## src/rtl/oled_power_sequencer.sv

```systemverilog
// PMOD OLED power sequencer: rail, reset and init-table sequencing, then arbitration of
// the shared SPI byte engine between fixed display commands and a host byte stream.
module oled_power_sequencer_chk (
    input logic clk,
    input logic resetq,
    input logic vddc_n,
    input logic vbatc_n
);
    // The battery rail must never be enabled while the logic rail is off.
    rail_order_a: assert property (@(posedge clk) disable iff (!resetq) !(vddc_n && !vbatc_n));
endmodule

module oled_power_sequencer #(
    parameter int T_VDD    = 12000,
    parameter int T_RES    = 36,
    parameter int T_VBAT   = 1200000,
    parameter int T_OFF    = 1200000,
    parameter int INIT_LEN = 16
) (
    input  logic       clk,
    input  logic       resetq,
    input  logic       power_on,
    input  logic       power_off,
    input  logic [7:0] host_data,
    input  logic       host_dc,
    input  logic       host_valid,
    output logic       host_ready,
    output logic [4:0] init_addr,
    input  logic [7:0] init_data,
    output logic [7:0] spi_data,
    output logic       spi_start,
    input  logic       spi_busy,
    output logic       oled_cs_n,
    output logic       oled_dc,
    output logic       oled_res_n,
    output logic       oled_vbatc_n,
    output logic       oled_vddc_n,
    output logic       ready
);
    typedef enum logic [3:0] {
        S_OFF, S_VDD_WAIT, S_RES_LOW, S_RES_SETTLE, S_INIT_FETCH, S_INIT_CAP,
        S_SEND_IDLE, S_SEND_START, S_SEND_GAP, S_SEND_BUSY, S_SEND_END,
        S_VBAT_WAIT, S_READY, S_OFF_WAIT
    } state_e;

    // What the SEND sub-sequence returns to once the byte has gone out.
    typedef enum logic [1:0] {K_INIT, K_ON, K_HOST, K_OFF} kind_e;

    localparam logic [23:0] LD_VDD    = 24'(T_VDD - 1);
    localparam logic [23:0] LD_RES    = 24'(T_RES - 1);
    localparam logic [23:0] LD_VBAT   = 24'(T_VBAT - 1);
    localparam logic [23:0] LD_OFF    = 24'(T_OFF - 1);
    localparam logic [4:0]  LAST_ADDR = 5'(INIT_LEN - 1);
    localparam logic [7:0]  CMD_ON    = 8'hAF;
    localparam logic [7:0]  CMD_OFF   = 8'hAE;

    state_e      state_q, state_d;
    kind_e       kind_q, kind_d;
    logic [23:0] cnt_q, cnt_d;
    logic [7:0]  byte_q, byte_d;
    logic        tx_dc_q, tx_dc_d;
    logic [4:0]  init_addr_q, init_addr_d;
    logic        pend_off_q, pend_off_d;
    logic        vddc_n_q, vddc_n_d, vbatc_n_q, vbatc_n_d, res_n_q, res_n_d;
    logic        cs_n_q, cs_n_d, dc_q, dc_d, spi_start_q, spi_start_d;
    logic [7:0]  spi_data_q, spi_data_d;
    logic        ready_q, ready_d, host_ready_q, host_ready_d;
    logic        cnt_zero_s, host_hs_s, in_send_s;

    assign cnt_zero_s = (cnt_q == 24'd0);
    assign host_hs_s  = host_valid & host_ready_q;

    // State and output registers.
    always_ff @(posedge clk or negedge resetq) begin
        if (!resetq) begin
            state_q      <= S_OFF;
            kind_q       <= K_INIT;
            cnt_q        <= 24'd0;
            byte_q       <= 8'd0;
            tx_dc_q      <= 1'b0;
            init_addr_q  <= 5'd0;
            pend_off_q   <= 1'b0;
            vddc_n_q     <= 1'b1;
            vbatc_n_q    <= 1'b1;
            res_n_q      <= 1'b1;
            cs_n_q       <= 1'b1;
            dc_q         <= 1'b0;
            spi_start_q  <= 1'b0;
            spi_data_q   <= 8'd0;
            ready_q      <= 1'b0;
            host_ready_q <= 1'b0;
        end else begin
            state_q      <= state_d;
            kind_q       <= kind_d;
            cnt_q        <= cnt_d;
            byte_q       <= byte_d;
            tx_dc_q      <= tx_dc_d;
            init_addr_q  <= init_addr_d;
            pend_off_q   <= pend_off_d;
            vddc_n_q     <= vddc_n_d;
            vbatc_n_q    <= vbatc_n_d;
            res_n_q      <= res_n_d;
            cs_n_q       <= cs_n_d;
            dc_q         <= dc_d;
            spi_start_q  <= spi_start_d;
            spi_data_q   <= spi_data_d;
            ready_q      <= ready_d;
            host_ready_q <= host_ready_d;
        end
    end

    // Next-state logic: sequencing, wait counters and byte selection.
    always_comb begin
        state_d     = state_q;
        kind_d      = kind_q;
        cnt_d       = cnt_q;
        byte_d      = byte_q;
        tx_dc_d     = tx_dc_q;
        init_addr_d = init_addr_q;
        case (state_q)
            S_OFF: begin
                if (power_on) begin
                    state_d     = S_VDD_WAIT;
                    cnt_d       = LD_VDD;
                    init_addr_d = 5'd0;
                end else begin
                    state_d = S_OFF;
                end
            end
            S_VDD_WAIT: begin
                if (cnt_zero_s) begin
                    state_d = S_RES_LOW;
                    cnt_d   = LD_RES;
                end else begin
                    cnt_d = cnt_q - 24'd1;
                end
            end
            S_RES_LOW: begin
                if (cnt_zero_s) begin
                    state_d = S_RES_SETTLE;
                    cnt_d   = LD_RES;
                end else begin
                    cnt_d = cnt_q - 24'd1;
                end
            end
            S_RES_SETTLE: begin
                if (cnt_zero_s && (INIT_LEN == 0)) begin
                    state_d = S_VBAT_WAIT;
                    cnt_d   = LD_VBAT;
                end else if (cnt_zero_s) begin
                    state_d = S_INIT_FETCH;
                end else begin
                    cnt_d = cnt_q - 24'd1;
                end
            end
            S_INIT_FETCH: state_d = S_INIT_CAP;
            S_INIT_CAP: begin
                byte_d  = init_data;
                tx_dc_d = 1'b0;
                kind_d  = K_INIT;
                state_d = S_SEND_IDLE;
            end
            S_SEND_IDLE: begin
                if (!spi_busy) begin
                    state_d = S_SEND_START;
                end else begin
                    state_d = S_SEND_IDLE;
                end
            end
            S_SEND_START: state_d = S_SEND_GAP;
            // Busy is not trusted until the engine has had a cycle to raise it.
            S_SEND_GAP:   state_d = S_SEND_BUSY;
            S_SEND_BUSY: begin
                if (!spi_busy) begin
                    state_d = S_SEND_END;
                end else begin
                    state_d = S_SEND_BUSY;
                end
            end
            S_SEND_END: begin
                case (kind_q)
                    K_INIT: begin
                        if (init_addr_q == LAST_ADDR) begin
                            state_d = S_VBAT_WAIT;
                            cnt_d   = LD_VBAT;
                        end else begin
                            init_addr_d = init_addr_q + 5'd1;
                            state_d     = S_INIT_FETCH;
                        end
                    end
                    K_ON, K_HOST: state_d = S_READY;
                    K_OFF: begin
                        state_d = S_OFF_WAIT;
                        cnt_d   = LD_OFF;
                    end
                    default: state_d = S_OFF;
                endcase
            end
            S_VBAT_WAIT: begin
                if (cnt_zero_s) begin
                    byte_d  = CMD_ON;
                    tx_dc_d = 1'b0;
                    kind_d  = K_ON;
                    state_d = S_SEND_IDLE;
                end else begin
                    cnt_d = cnt_q - 24'd1;
                end
            end
            S_READY: begin
                if (pend_off_q) begin
                    byte_d  = CMD_OFF;
                    tx_dc_d = 1'b0;
                    kind_d  = K_OFF;
                    state_d = S_SEND_IDLE;
                end else if (host_hs_s) begin
                    byte_d  = host_data;
                    tx_dc_d = host_dc;
                    kind_d  = K_HOST;
                    state_d = S_SEND_IDLE;
                end else begin
                    state_d = S_READY;
                end
            end
            S_OFF_WAIT: begin
                if (cnt_zero_s) begin
                    state_d = S_OFF;
                end else begin
                    cnt_d = cnt_q - 24'd1;
                end
            end
            default: state_d = S_OFF;
        endcase
        // In OFF pend_off_q is clear, so this only latches power_off alongside power_on.
        pend_off_d = (state_d != S_OFF) & (pend_off_q | power_off);
    end

    // Output logic, decoded from the next state so every pin is registered.
    always_comb begin
        in_send_s    = (state_d == S_SEND_IDLE) || (state_d == S_SEND_START) ||
                       (state_d == S_SEND_GAP)  || (state_d == S_SEND_BUSY)  ||
                       (state_d == S_SEND_END);
        vddc_n_d     = (state_d == S_OFF);
        vbatc_n_d    = !((state_d == S_VBAT_WAIT) || (state_d == S_READY) ||
                         (in_send_s && (kind_d != K_INIT)));
        res_n_d      = (state_d != S_RES_LOW);
        cs_n_d       = !((state_d == S_SEND_START) || (state_d == S_SEND_GAP) ||
                         (state_d == S_SEND_BUSY));
        spi_start_d  = (state_d == S_SEND_START);
        ready_d      = (state_d == S_READY) || (in_send_s && (kind_d == K_HOST));
        host_ready_d = (state_d == S_READY) && !pend_off_d && !spi_busy;
        if (state_d == S_SEND_START) begin
            spi_data_d = byte_d;
            dc_d       = tx_dc_d;
        end else begin
            spi_data_d = spi_data_q;
            dc_d       = dc_q;
        end
    end

    assign host_ready   = host_ready_q;
    assign init_addr    = init_addr_q;
    assign spi_data     = spi_data_q;
    assign spi_start    = spi_start_q;
    assign oled_cs_n    = cs_n_q;
    assign oled_dc      = dc_q;
    assign oled_res_n   = res_n_q;
    assign oled_vbatc_n = vbatc_n_q;
    assign oled_vddc_n  = vddc_n_q;
    assign ready        = ready_q;

    oled_power_sequencer_chk u_chk (
        .clk     (clk),
        .resetq  (resetq),
        .vddc_n  (vddc_n_q),
        .vbatc_n (vbatc_n_q)
    );
endmodule
```

## config.mk

```make
export PLATFORM = sky130hd
export DESIGN_NAME = oled_power_sequencer
export DESIGN_NICKNAME = d
export VERILOG_FILES = /design/src/rtl/oled_power_sequencer.sv
export SDC_FILE = /design/constraint.sdc
export NUM_CORES = 1
export LEC_CHECK = 0
export BUFFER_PORTS_ARGS = -buffer_cell sky130_fd_sc_hd__buf_2
export CAP_MARGIN = 10
export CORE_MARGIN = 1
export CORE_UTILIZATION = 53
export DETAILED_ROUTE_END_ITERATION = 10
export PLACE_DENSITY_LB_ADDON = 0.08
export SLEW_MARGIN = 30
export SYNTH_ARGS = -nofsm -noshare
export SYNTH_HDL_FRONTEND = slang
export SYNTH_SLANG_ARGS = --single-unit
```

## constraint.sdc

```tcl
create_clock -name clk -period 2.55 [get_ports clk]
set_input_delay 0.255 -clock clk [delete_from_list [all_inputs] [get_ports clk]]
set_output_delay 0.255 -clock clk [all_outputs]
set_load 0.01 [all_outputs]
```

==> summary.md <==
The flow ran to the end, and the final reports show no timing, DRC or antenna violations. Tracing the worst setup path back leads to its startpoint at cnt_q[2]. Summed over all instances, the cell type with the most area after synthesis is sky130_fd_sc_hd__dfrtp_1. For this run, design rule violations remaining after detail routing come to 0.

The logs give 3,433 for the via count of the first global-routing pass and 0.00459 mm2 for the post-route cell area. The share of power burned in registers is 51.5%. After the first detailed-routing iteration, the DRC count stood at 248.

Routability-driven placement finished with a final weighted congestion of 0.873. The combined area of the multi-input logic cells is 0.00213 mm2. Entering global routing, the biggest net connects 33 pins. Prior to clock tree synthesis, the placed netlist has a worst setup slack of -0.0514 ns.

The number of placed I/O pins came out at 44. The worst-margin pin slew is 0.702 ns, and the share of the core filled with cells in the final layout is 67.2%. The most repeated library cell on the critical path is sky130_fd_sc_hd__or3_1. The tools report the number of rows in the core area as 30. Synthesis produced a netlist whose cell count is 421. In this run the number of H-tree levels came out at 3.

The most common cell in the synthesized netlist is sky130_fd_sc_hd__dfrtp_1. The top cell type by area accounts for 37.7% of the synthesized area. The clock network burns 45.5% of the power. In this run the clock root is driven by a sky130_fd_sc_hd__clkbuf_8. Summed over all failing endpoints, the final setup total negative slack is 0 ns. For the global-route usage over all layers, the log shows 28.0%. The maximum vdd drop is 0.421 mV. The worst setup path is of the flip-flop to flip-flop kind. The number of iterations in the first detailed-routing pass is 5. The detailed-route vias per instance came out at 5.99.

The tools report the startpoint of the tightest hold check path as power_off. The combinational cell fraction of total power is 3.1%, and the worst path arrival time is 2.67 ns. The standby leakage power was 0.00211 uW; the peak per-stage delay on the critical path was 0.54 ns. For this run, the post-layout net count is 525. In this run the critical register-to-register path is launched from cnt_q[2].

Hold timing on the final database bottoms out at a slack of 0.145 ns. 0 antenna diodes ended up in the layout. The number of antenna violations at the first check in global routing is 0. The run gives 3,575 as the total via count in the routed design.

The logs give 422 uW for the switching power summed over all nets and 9700 um for the routed wire length. Buffers placed on the I/O ports in this run total 43. The clock sink count is 61.

In this run the cell area of the synthesized design comes to 0.00378 mm2. The clock arrives with 0.00897 ns of skew. The tools report the maximum operating frequency as 0.414 GHz. The number of violations of the max-capacitance limit was 0; the part of the cycle the worst path needs was 94.7%. The worst hold path belongs to the class input pin to flip-flop. The post-route netlist has 26.9% of its cells at a drive strength greater than 1. After filler insertion, the fill cell instance count of the layout stands at 592. For this run, asynchronously set or reset flops after synthesis account for 100%. The first global-routing pass estimated 16,200 um of wire. Die area: 0.00747 mm2. In this run the deepest clock path goes through 2 buffers.

In this run the horizontal extent of the chip is 86.4 um. The total overflow left after global routing is 0. Clock-pin slew was measured on the worst setup and hold paths at 0.07 ns. Yosys printed 0 warnings. After detailed placement, the total cell area comes to 0.00432 mm2. The final-report max-slew violation count is 0, and the latest clock arrival within the worst-skew pair is 0.35 ns. The share of total power consumed by net switching is 22.3%, and the CTS buffer count is 9. The run gives 2.80 ns as the required time at the worst-slack endpoint. STA classifies the critical path endpoint as a flip-flop. TritonCTS built the clock tree. The largest individual stage delay along the critical path comes from the cell sky130_fd_sc_hd__nor4_1. The footprint of the flip-flops and latches is 0.00153 mm2. Internal power comes to 1470 uW. The worst setup path is launched from a flip-flop. The signal on the critical path passes through nor4_1 -> nand3_2 -> or3_1 -> or3_1 -> or3_1 -> o21ai_0. The run gives 450 as the net count after synthesis. The total half-perimeter wirelength after legalization and detailed placement came out at 7030 um. Area growth from synthesis to final layout: 21.4%. Setup violations remaining at the end of the flow were counted as 0. The post-detailed-route count of antenna-violating nets is 0, and the post-synthesis area per instance is 8.98 um2. Worst slew slack as a fraction of its limit: 53.2%.

In this run the standard cell core region covers 0.00683 mm2. Yosys attributes the largest share of cell area to sky130_fd_sc_hd__dfrtp_1 38%, sky130_fd_sc_hd__nand2_1 4.3%, sky130_fd_sc_hd__nor2_1 4.3%. After synthesis, flip-flops and latches occupy 40.5% of the total area. Of all nets on the critical path, the largest fanout is 6. Once the floorplan was initialized, standard cells occupied 55.3% of the core. The final critical delay including setup and external delays was 2.41 ns; the power per cell area was 413 mW/mm2.

The netlist uses 67 different library cells. The number of enable-type register cells in the synthesized netlist works out to 0. For the final-report hold violation count, the log shows 0. The leading register cell type out of synthesis was sky130_fd_sc_hd__dfrtp_1. Dividing the detail-routed wire length by the instance count gives 16.2 um. The setup slack after layout came out at 0.136 ns. The die boundary height came out at 86.4 um.

Ranked by instance count, the synthesized netlist is headed by 57 x sky130_fd_sc_hd__dfrtp_1, 43 x sky130_fd_sc_hd__nand2_1, 43 x sky130_fd_sc_hd__nor2_1. Counting flops and latches in the post-synthesis netlist gives 61.
## per-layer routing
| metal | global-route usage, % | vias up | routed length, um |
|---|---|---|---|
| li1 | - | 1727 | - |
| met1 | 40.6 | 1695 | 4530 |
| met2 | 40.7 | 138 | 4320 |
| met3 | 5.33 | 15 | 680 |
| met4 | 12.6 | 0 | 161 |
| met5 | 0 | - | 0 |
## area by class of cell
class	instances	area share [%]
sequential	61	33.4
tap	96	2.62
clock inverter	4	1.04
clock buffer	12	3.16
inverter	18	1.47
multi-input combinational	322	46.3
timing repair buffer	84	12.0
## cell families after synthesis
kind of cell,after synthesis,synth area share [%]
compound gates,122,23.8
flops,61,40.5
simple gates,178,25.2
xor+xnor,5,1.16
fa+ha+maj,6,1.99
mux,11,3.08
buf+inv,38,4.30
## power groups by stage
stage	clock network (uW)	registers (uW)	logic, uW
finish	861	975	58.5
detailed placement	0	993	58.9
CTS	882	974	60.3
floorplan	0	996	6.09
global placement	0	993	58.6
global route	920	975	66.6
## critical path, delay by kind of cell (launching register included)
kind / cells / cell delay (ns)
compound gates: 1 / 0.11
flops: 1 / 0.38
simple gates: 5 / 1.83
## state kept, by name (all words and copies together) (netlist names), 2 cells and up
signal,cells
byte_q,8
cnt_q,24
init_addr,5
state_q,4
spi_data,8
kind_q,2
## path summary, 6_finish.rpt
check	depth (start not counted)	endpoint	slack (ns)
min in group asynchronous	2	spi_data[1]	0.49
min	2	pend_off_q	0.15
min reg2reg	2	spi_data[5]	0.47
max reg2reg	6	cnt_q[23]	0.14
max	6	cnt_q[23]	0.14
max in group asynchronous	3	cnt_q[8]	1.44
## cells in the final DEF (no fill, tap or decap), types with 4 or more instances in the layout
| cell type | instances |
|---|---|
| sky130_fd_sc_hd__a22o_1 | 5 |
| sky130_fd_sc_hd__mux2_2 | 5 |
| sky130_fd_sc_hd__o22ai_1 | 8 |
| sky130_fd_sc_hd__a22oi_1 | 6 |
| sky130_fd_sc_hd__nor3_1 | 26 |
| sky130_fd_sc_hd__nor4_1 | 7 |
| sky130_fd_sc_hd__ha_1 | 6 |
| sky130_fd_sc_hd__inv_1 | 17 |
| sky130_fd_sc_hd__a211o_1 | 4 |
| sky130_fd_sc_hd__o21ai_0 | 20 |
| sky130_fd_sc_hd__dfrtp_1 | 57 |
| sky130_fd_sc_hd__or3_1 | 6 |
| sky130_fd_sc_hd__a221oi_1 | 4 |
| sky130_fd_sc_hd__a211oi_1 | 7 |
| sky130_fd_sc_hd__a21oi_1 | 18 |
| sky130_fd_sc_hd__buf_4 | 38 |
| sky130_fd_sc_hd__nand2_1 | 43 |
| sky130_fd_sc_hd__a31oi_1 | 7 |
| sky130_fd_sc_hd__buf_2 | 43 |
| sky130_fd_sc_hd__nand3_1 | 8 |
| sky130_fd_sc_hd__dfstp_2 | 4 |
| sky130_fd_sc_hd__nand3b_1 | 4 |
| sky130_fd_sc_hd__mux2i_1 | 5 |
| sky130_fd_sc_hd__nor2_1 | 42 |
| sky130_fd_sc_hd__clkbuf_8 | 10 |
| sky130_fd_sc_hd__a21o_1 | 4 |
| sky130_fd_sc_hd__or2_2 | 6 |
| sky130_fd_sc_hd__nand2b_1 | 9 |
## stage by stage
stage                     total power [uW]  cells
after global routing                  1960    597
after global placement                1050    576
after floorplan                       1000    421
after detailed placement              1050    576
after CTS                             1920    593
final                                 1890    597
## what timing repair did
item | in CTS | in global routing
setup buffers | 0 | 4
pin swaps | 0 | 3
hold buffers | 1 | 0
endpoints found under the setup margin | 4 | 12
resized for setup | 1 | 8
endpoints found under the hold margin | 25 | 0
Note: power is estimated with default switching activity, not from simulation.
